===== src/rtl/cacheline_mem_arbiter_pkg.sv =====
// Shared types for the I/D line-port arbiter: FSM states, latched operation
// kind and the IDLE grant decision used by the top-level FSM.
package arbiter_types;

    localparam int STARVE_W = 4;

    typedef enum logic [1:0] {
        ARB_IDLE,
        ARB_IMEM,
        ARB_DMEM
    } arb_state_t;

    typedef enum logic {
        ARB_OP_READ,
        ARB_OP_WRITE
    } arb_op_t;

    // Data side wins unless the instruction side has waited out its budget.
    function automatic arb_state_t arb_grant(
        input logic i_req,
        input logic d_req,
        input logic starved
    );
        if (d_req && !(i_req && starved)) begin
            return ARB_DMEM;
        end
        if (i_req) begin
            return ARB_IMEM;
        end
        return ARB_IDLE;
    endfunction

endpackage


===== src/rtl/cacheline_mem_arbiter_starve_ctr.sv =====
// Saturating count of data grants taken while an instruction fetch waits;
// clear has priority over increment.
module arb_starve_ctr
    import arbiter_types::*;
#(
    parameter int MAX = 4
) (
    input  logic                clk,
    input  logic                rst,
    input  logic                inc,
    input  logic                clr,
    output logic [STARVE_W-1:0] cnt,
    output logic                at_max
);

    localparam logic [STARVE_W-1:0] MAX_V = STARVE_W'(MAX);

    // NOTE: state is updated with <= so every reader samples the pre-edge value.
    always_ff @(posedge clk or posedge rst) begin
        if (rst) begin
            cnt <= '0;
        end else if (clr) begin
            cnt <= '0;
        end else if (inc && !at_max) begin
            cnt <= cnt + STARVE_W'(1);
        end
    end

    assign at_max = (cnt == MAX_V);

endmodule


===== src/rtl/cacheline_mem_arbiter.sv =====
// Arbitrates one full-line memory transaction at a time between the I-cache
// and D-cache, data first, with a starvation guard for instruction fetch.
module cacheline_mem_arbiter
    import arbiter_types::*;
#(
    parameter int LINE_W     = 256,
    parameter int STARVE_MAX = 4     // legal range 1..15
) (
    input  logic              clk,
    input  logic              rst,

    input  logic              i_read,
    input  logic [31:0]       i_addr,
    output logic [LINE_W-1:0] i_rdata,
    output logic              i_resp,

    input  logic              d_read,
    input  logic              d_write,
    input  logic [31:0]       d_addr,
    input  logic [LINE_W-1:0] d_wdata,
    output logic [LINE_W-1:0] d_rdata,
    output logic              d_resp,

    output logic              pmem_read,
    output logic              pmem_write,
    output logic [31:0]       pmem_addr,
    output logic [LINE_W-1:0] pmem_wdata,
    input  logic [LINE_W-1:0] pmem_rdata,
    input  logic              pmem_resp
);

    arb_state_t          state;
    arb_state_t          state_nxt;

    logic [31:0]         addr_q;
    logic [LINE_W-1:0]   wdata_q;
    arb_op_t             op_q;

    logic                d_req;
    logic                grant_i;
    logic                grant_d;
    logic                ctr_inc;
    logic                ctr_clr;
    logic                starved;
    logic [STARVE_W-1:0] starve_cnt;

    assign d_req = d_read | d_write;

    // ------------------------------------------------------------------
    // Starvation guard
    // ------------------------------------------------------------------
    assign ctr_inc = grant_d && i_read;
    assign ctr_clr = grant_i || ((state == ARB_IDLE) && !i_read);

    arb_starve_ctr #(
        .MAX (STARVE_MAX)
    ) u_starve_ctr (
        .clk    (clk),
        .rst    (rst),
        .inc    (ctr_inc),
        .clr    (ctr_clr),
        .cnt    (starve_cnt),
        .at_max (starved)
    );

    // ------------------------------------------------------------------
    // State register and latched request
    // ------------------------------------------------------------------
    always_ff @(posedge clk or posedge rst) begin
        if (rst) begin
            state <= ARB_IDLE;
        end else begin
            state <= state_nxt;
        end
    end

    // NOTE: the request latches are reset too, so pmem outputs are defined from reset.
    always_ff @(posedge clk or posedge rst) begin
        if (rst) begin
            addr_q  <= '0;
            wdata_q <= '0;
            op_q    <= ARB_OP_READ;
        end else if (grant_d) begin
            addr_q  <= d_addr;
            wdata_q <= d_wdata;
            op_q    <= d_write ? ARB_OP_WRITE : ARB_OP_READ;
        end else if (grant_i) begin
            addr_q  <= i_addr;
            wdata_q <= '0;
            op_q    <= ARB_OP_READ;
        end
    end

    // ------------------------------------------------------------------
    // Next-state logic
    // ------------------------------------------------------------------
    // NOTE: every always_comb output gets a default first so no latch is inferred.
    always_comb begin
        state_nxt = state;
        grant_i   = 1'b0;
        grant_d   = 1'b0;
        case (state)
            ARB_IDLE: begin
                state_nxt = arb_grant(i_read, d_req, starved);
                grant_i   = (state_nxt == ARB_IMEM);
                grant_d   = (state_nxt == ARB_DMEM);
            end
            ARB_IMEM, ARB_DMEM: begin
                if (pmem_resp) begin
                    state_nxt = ARB_IDLE;
                end
            end
            default: state_nxt = ARB_IDLE;
        endcase
    end

    // ------------------------------------------------------------------
    // Output decode: state plus latched request only, so an async reset
    // drops the strobes without waiting for a clock edge.
    // ------------------------------------------------------------------
    always_comb begin
        pmem_read  = 1'b0;
        pmem_write = 1'b0;
        pmem_addr  = '0;
        pmem_wdata = '0;
        i_resp     = 1'b0;
        i_rdata    = '0;
        d_resp     = 1'b0;
        d_rdata    = '0;
        case (state)
            ARB_IMEM: begin
                pmem_read = 1'b1;
                pmem_addr = addr_q;
                if (pmem_resp) begin
                    i_resp  = 1'b1;
                    i_rdata = pmem_rdata;
                end
            end
            ARB_DMEM: begin
                pmem_read  = (op_q == ARB_OP_READ);
                pmem_write = (op_q == ARB_OP_WRITE);
                pmem_addr  = addr_q;
                pmem_wdata = wdata_q;
                if (pmem_resp) begin
                    d_resp = 1'b1;
                    if (op_q == ARB_OP_READ) begin
                        d_rdata = pmem_rdata;
                    end
                end
            end
            default: ;
        endcase
    end

    // ------------------------------------------------------------------
    // Simulation-only protocol checks
    // ------------------------------------------------------------------
    always_ff @(posedge clk) begin
        if (!rst) begin
            assert (!(d_read && d_write));
            assert (!(pmem_read && pmem_write));
            assert (!(i_resp && d_resp));
            assert (starve_cnt <= STARVE_W'(STARVE_MAX));
        end
    end

endmodule


===== config.mk =====
export PLATFORM = sky130hd
export DESIGN_NAME = cacheline_mem_arbiter
export DESIGN_NICKNAME = d
export VERILOG_FILES = /design/src/rtl/cacheline_mem_arbiter_pkg.sv /design/src/rtl/cacheline_mem_arbiter_starve_ctr.sv /design/src/rtl/cacheline_mem_arbiter.sv
export SDC_FILE = /design/constraint.sdc
export NUM_CORES = 1
export LEC_CHECK = 0
export BUFFER_PORTS_ARGS = -buffer_cell sky130_fd_sc_hd__buf_2
export CAP_MARGIN = 20
export CORE_AREA = 2 2 542 544
export CTS_CLUSTER_SIZE = 14
export DETAILED_ROUTE_END_ITERATION = 10
export DIE_AREA = 0 0 544 546
export GPL_ROUTABILITY_DRIVEN = 0
export PLACE_DENSITY_LB_ADDON = 0.1
export SKIP_LAST_GASP = 1
export SYNTH_ARGS = -nofsm -noshare
export SYNTH_HDL_FRONTEND = slang
export SYNTH_HIERARCHICAL = 1
export SYNTH_SLANG_ARGS = --single-unit

===== constraint.sdc =====
create_clock -name clk -period 11.89 [get_ports clk]
set_input_delay 1.7835 -clock clk [delete_from_list [all_inputs] [get_ports clk]]
set_output_delay 1.7835 -clock clk [all_outputs]
set_load 0.05 [all_outputs]

==> results.sh, run 1 <==
export IMPL_num_io_pins=1386
export IMPL_grt_antenna_before_repair=200
export IMPL_maximum_number_of_pins_on_one_net_before_global_route_repair=170
export IMPL_area_growth_pct=77.7
export IMPL_postRouteWirelength_um=173000
export IMPL_wire_per_inst_um=25.0
export IMPL_power_static_leakage_nw=15.6
export IMPL_cts_num_sinks=295
export IMPL_worst_path_max_fanout=169
export IMPL_clk_pin_slew_worst_paths_ps=50
export IMPL_syn_avg_cell_area_um2=10.0
export IMPL_place_detailed_instances=6789
export IMPL_synth_edf_count=0
export IMPL_root_buffer="sky130_fd_sc_hd__clkbuf_16"
export IMPL_cts_htree_levels=2
export IMPL_synth_top_cells_by_area="sky130_fd_sc_hd__dfrtp_1, sky130_fd_sc_hd__and2_1, sky130_fd_sc_hd__a22o_1, sky130_fd_sc_hd__and3_1, sky130_fd_sc_hd__mux2_2"
export IMPL_clk_insertion_delay_late_ps=630
export IMPL_synth_distinct_cells=32
export IMPL_numPortBuffers=1385
export IMPL_globalRouteMet3Util_pct=3.53
export IMPL_drt_pass_1_iters=5
export IMPL_power_density_mw_per_mm2=265
export IMPL_grt_setup_unrepaired="no"
export IMPL_layout_cells_sized_above_1_pct=52.7
export IMPL_worstMarginPinSlew_ps=1110
export IMPL_detail_route_iter0_violations=1104
export IMPL_post_cts_resized_instances=0
export IMPL_floorplan_die_area_mm2=0.297
export IMPL_hold_violations=0
export IMPL_synth_most_common_cell="sky130_fd_sc_hd__and2_1"
export IMPL_core_region_area_mm2=0.292
export IMPL_die_width_um=544
export IMPL_fmax_mhz=158
export IMPL_post_synth_top_area_fraction_pct=44.8
export IMPL_synth_async_sr_flop_share_pct=100
export IMPL_wire_length_of_the_first_global_routing_pass_um=218000
export IMPL_cts_hold_buffers=0
export IMPL_post_synth_top_area_cell="sky130_fd_sc_hd__dfrtp_1"
export IMPL_drc=0
export IMPL_setup_total_negative_slack_ps=0
export IMPL_drtAntennaViolNets=0
export IMPL_mapped_nets=2229
export IMPL_worst_reg2reg_endpoint="wdata_q[188]"
export IMPL_overall_global_routing_usage_pct=11.1
export IMPL_yosysSeqAreaShare_pct=44.8
export IMPL_final_cells=6904
export IMPL_core_rowCount=199
export IMPL_r2r_slack_ps=8610
export IMPL_synth_cells_most_frequent="sky130_fd_sc_hd__and2_1, sky130_fd_sc_hd__dfrtp_1, sky130_fd_sc_hd__and3_1"
export IMPL_min_path_type="reg2reg"
export IMPL_cts_buffers_inserted=45
export IMPL_setup_violations_final=0
export IMPL_cts_tree="yes"
export IMPL_worst_clock_skew_ps=27.8
export IMPL_run_status="complete, no violations"
export IMPL_gr_total_overflow=0
export IMPL_yosys_register_bits=295
export IMPL_hpwl_um=144000
export IMPL_cell_area_after_synthesis_mm2=0.0165
export IMPL_slew_limit_headroom_pct=25.9
export IMPL_post_dp_cell_area_mm2=0.0278
export IMPL_hold_path_endpoint="wdata_q[157]"
export IMPL_post_route_period_util_pct=53.2
export IMPL_global_route_usage_met1_pct=12.2
export IMPL_vdd_ir_drop_worst_mv=0.147
export IMPL_syn_instance_count=1642
export IMPL_fin_crit_ps=6330
export IMPL_worst_setup_path_start_kind="input pin"
export IMPL_worst_r2r_startpoint="state[0]"
export IMPL_drv_slew=0
export IMPL_fin_nets=3504
export IMPL_route_vias_total=19211
export IMPL_cp_end_kind="output port"
export IMPL_timing_setup_critical_path_class="in2out"
export IMPL_met2_usage_pct=20.1
export IMPL_route_detailed_vias_per_inst=2.78
export IMPL_finalHoldWorstSlack_ps=489
export IMPL_cp_required_ps=10110
export IMPL_drv_max_cap_violation_count=0
export IMPL_first_global_vias=19631
export IMPL_post_layout_total_power_mw=7.77
export IMPL_timing_critical_path_arrival_ps=4540
export IMPL_yosys_warnings=6
export IMPL_post_route_cell_area_mm2=0.0293
export IMPL_post_cts_setup_buffer_count=0
export IMPL_worst_hold_startpoint="wdata_q[157]"
export IMPL_grt_busiest_layer="met2"
export IMPL_hold_depth=1
export IMPL_synth_main_ff_cell="sky130_fd_sc_hd__dfrtp_1"
export IMPL_die_y_um=546
export IMPL_r2r_cells=7
export IMPL_initial_utilization_pct=5.64
export IMPL_cts_root_to_sink_buffers=3
## cells in the final DEF (no fill, tap or decap), drive strengths merged, types with 12 or more instances in the layout
cell type     n
inv          12
and3        257
diode        37
dfrtp       295
and2        547
buf        1407
a22o        256
clkinv       13
clkbuf       58
mux2         65
## report_power, final
group	switching (mW)	internal (mW)
Clock	0.597	0.749
Combinational	3.48	1.20
Sequential	0.268	1.48
Total	4.34	3.42
## worst max path at each step
stage / end / startpoint / cells after the start
floorplan: addr_q[0] / rst / 1
global placement: d_rdata[212] / pmem_resp / 7
detailed placement: d_rdata[195] / pmem_resp / 7
CTS: d_rdata[195] / pmem_resp / 7
global route: d_rdata[195] / pmem_resp / 7
finish: d_rdata[195] / pmem_resp / 7
## per-layer routing
layer	routed length [µm]	share of wire, %
met1	65500	38
met2	86300	50
met3	14700	8.5
met4	5860	3.4
met5	402	0.23
## critical path, cell delays in order
cell and delay, ps:
sky130_fd_sc_hd__buf_6 270, sky130_fd_sc_hd__and2_1 220, sky130_fd_sc_hd__and2b_4 160, sky130_fd_sc_hd__buf_12 360, sky130_fd_sc_hd__buf_4 700, sky130_fd_sc_hd__and2_1 240
sky130_fd_sc_hd__buf_2 270
## cell type report
type / instances / area, µm²
fillers: 34223 / 263000
diodes: 37 / 92.6
inverters: 9 / 41.3
well taps: 3919 / 4900
clock inverters: 20 / 159
clock buffers: 58 / 1220
multi-input cells: 1159 / 8300
flip-flops and latches: 295 / 7380
repair buffers: 1407 / 7170
## stage by stage
| step | setup WS (ps) | util [%] |
|---|---|---|
| CTS | 5640 | 9.99 |
| finish | 5560 | 10.0 |
| floorplan | 2070 | - |
| detailed placement | 5640 | 9.52 |
| global route | 5400 | 10.0 |
| global placement | 5690 | 9.52 |
## sequential cells by signal, summed over array words and instances (netlist names)
| register | cells |
|---|---|
| op_q | 1 |
| addr_q | 32 |
| wdata_q | 256 |
| state | 2 |
| u_starve_ctr/cnt | 4 |
## logic make-up after synthesis
logic type	synth area share (%)
AO/OA/AOI/OAI	14.2
adder cells (fa/ha/maj)	0.380
buffers and inverters	5.01
flip-flops	44.8
multiplexers	4.50
AND/OR/NAND/NOR	31.1
No activity file was read; power rests on OpenSTA's default activity.
==> run 2, diff against run 1 <==
clock period = 6.06 ns   (was 11.89 ns; I/O delays follow)
==> run 2 against run 1 <==
Net effect:
- die area is the same
- critical path depth is the same
- clock-buffer cell count grew 13
- largest power group unchanged
- clock skew grew 3.5 ps
- total power grew 100%
- global-route usage grew 0.16 points
- critical path type is now reg2out
- non-clock buffer count grew 5
- cell count grew 0.39%
- highest routed layer unchanged
- sequential power grew 97%
==> results.sh, run 2 (synthesized netlist as in run 1, its figures left out) <==
export IMPL_layout_cells_sized_above_1_pct=52.8
export IMPL_gr_total_overflow=0
export IMPL_share_seq_of_total_power_pct=21.9
export IMPL_cell_internal_pwr_mw=7.12
export IMPL_grt_antenna_before_repair=204
export IMPL_cp_end_kind="output port"
export IMPL_wire_length_of_the_first_global_routing_pass_um=220000
export IMPL_drv_slew=0
export IMPL_drtAntennaViolNets=0
export IMPL_core_region_area_mm2=0.292
export IMPL_maximum_number_of_pins_on_one_net_before_global_route_repair=140
export IMPL_finalHoldWorstSlack_ps=240
export IMPL_fin_nets=3511
export IMPL_post_cts_resized_instances=0
export IMPL_floorplan_die_area_mm2=0.297
export IMPL_timing_critical_path_cells="inv_1, ha_4, and2_1, and2b_4, buf_12, and2_1, buf_2"
export IMPL_cts_tree="yes"
export IMPL_cts_buffers_inserted=47
export IMPL_setup_total_negative_slack_ps=0
export IMPL_first_global_vias=19350
export IMPL_worst_clock_skew_ps=31.3
export IMPL_post_cts_setup_buffer_count=0
export IMPL_setup_violations_final=0
export IMPL_grt_setup_unrepaired="no"
export IMPL_fmax_mhz=229
export IMPL_power_switching_mw=8.57
export IMPL_clk_insertion_delay_late_ps=630
export IMPL_die_y_um=546
export IMPL_cp_required_ps=5150
export IMPL_drv_max_cap_violation_count=0
export IMPL_worst_setup_path_start_kind="register"
export IMPL_cts_hold_buffers=0
export IMPL_route_detailed_vias_per_inst=2.77
export IMPL_switching_share_pct=54.6
export IMPL_largest_register="wdata_q"
export IMPL_numPortBuffers=1385
export IMPL_largest_registers="wdata_q: 256 flops, addr_q: 32 flops, u_starve_ctr/cnt: 4 flops"
export IMPL_area_growth_pct=80.5
export IMPL_most_used_cells_in_the_layout_excluding_fill_and_tap_cells="sky130_fd_sc_hd__buf_2, sky130_fd_sc_hd__and2_1, sky130_fd_sc_hd__dfrtp_1, sky130_fd_sc_hd__and3_1, sky130_fd_sc_hd__a22o_1"
export IMPL_power_static_leakage_nw=15.7
export IMPL_timing_critical_path_arrival_ps=3450
export IMPL_fin_crit_ps=4360
export IMPL_worstMarginPinSlew_ps=1020
export IMPL_num_io_pins=1386
export IMPL_clk_pin_slew_worst_paths_ps=70
export IMPL_crit_path_top_delay_cell="sky130_fd_sc_hd__dfrtp_1"
export IMPL_cts_htree_levels=2
export IMPL_core_rowCount=199
export IMPL_power_density_mw_per_mm2=528
export IMPL_hpwl_um=147000
export IMPL_route_vias_total=19196
export IMPL_combinationalPowerShare_pct=59.0
export IMPL_mostFrequentLayoutCell="sky130_fd_sc_hd__buf_2"
export IMPL_postRouteWirelength_um=176000
export IMPL_detail_route_iter0_violations=831
export IMPL_cts_root_to_sink_buffers=3
export IMPL_run_status="complete, no violations"
export IMPL_max_stage_delay_ps=420
export IMPL_overall_global_routing_usage_pct=11.2
export IMPL_timing_setup_critical_path_class="reg2out"
export IMPL_drc=0
export IMPL_initial_utilization_pct=5.64
export IMPL_vdd_ir_drop_worst_mv=0.245
export IMPL_cts_num_sinks=295
export IMPL_min_path_type="in2async"
export IMPL_post_route_period_util_pct=71.9
export IMPL_root_buffer="sky130_fd_sc_hd__clkbuf_16"
export IMPL_worst_path_max_fanout=119
export IMPL_crit_path_most_repeated_cell="sky130_fd_sc_hd__and2_1"
export IMPL_die_width_um=544
export IMPL_slew_limit_headroom_pct=32.0
export IMPL_wire_per_inst_um=25.3
export IMPL_largest_register_ffs=256
export IMPL_drt_pass_1_iters=5
export IMPL_hold_violations=0
export IMPL_pwr_share_clk_pct=19.1
## run 2: cell count changes in the layout (fill, tap and decap cells not counted), moves of 3 or more
cell,before,now
sky130_fd_sc_hd__clkbuf_1,8,11
sky130_fd_sc_hd__clkbuf_16,45,48
sky130_fd_sc_hd__buf_4,17,11
sky130_fd_sc_hd__buf_12,5,15
sky130_fd_sc_hd__clkbuf_8,5,12
sky130_fd_sc_hd__diode_2,37,51
sky130_fd_sc_hd__bufinv_16,1,5
sky130_fd_sc_hd__clkinv_2,12,4
## run 2: layout make-up
class / count / area (µm²)
diodes: 51 / 128
well taps: 3919 / 4900
multi-input cells: 1159 / 8300
fillers: 34246 / 262000
inverters: 9 / 37.5
clock inverters: 15 / 240
clock buffers: 71 / 1410
flip-flops and latches: 295 / 7380
repair buffers: 1412 / 7340
## run 2: layer usage
layer  routed length [µm]  track usage [%]  share of wire [%]
met2                88000             20.3                 50
met1                65900             12.4                 38
met4                 5400             2.86                3.1
met5                  442                0               0.25
met3                15900             3.75                9.0
## run 2: critical path: cells and delay by family, from the launching register on
kind | cells | cell delay (ps)
flip-flops | 1 | 420
buffers and inverters | 3 | 780
adder cells (fa/ha/maj) | 1 | 400
AND/OR/NAND/NOR | 3 | 950
## run 2: worst paths after layout
kind	endpoint	slack, ps	cells after the start	start
worst max-delay path	d_rdata[241]	1700	7	state[0]
worst min-delay path	u_starve_ctr/cnt[1]	240	2	rst
worst max register to register	addr_q[21]	3250	7	state[0]
worst min register to register	wdata_q[182]	490	1	wdata_q[182]
max in group asynchronous	wdata_q[115]	4310	3	rst
min in group clk	wdata_q[182]	490	1	wdata_q[182]
## run 2: power by group through the flow
| stage | clock network (mW) | logic [mW] | registers (mW) |
|---|---|---|---|
| floorplan | 0 | 6.57 | 3.23 |
| global placement | 0 | 9.54 | 3.49 |
| detailed placement | 0 | 9.49 | 3.46 |
| CTS | 3.20 | 9.50 | 3.47 |
| global route | 3.23 | 9.82 | 3.57 |
| finish | 3.00 | 9.26 | 3.44 |
## run 2: per-stage QoR
step / cells / area (µm²) / setup slack [ps] / total power, mW / util (%)
after floorplan: 1642 / 16500 / 1290 / 9.80 / -
after global placement: 6792 / 27900 / 2170 / 13.0 / 9.56
after detailed placement: 6793 / 27900 / 2130 / 12.9 / 9.57
after CTS: 6879 / 29600 / 1600 / 16.2 / 10.1
after global routing: 6902 / 29700 / 1500 / 16.6 / 10.2
final: 6931 / 29700 / 1700 / 15.7 / 10.2
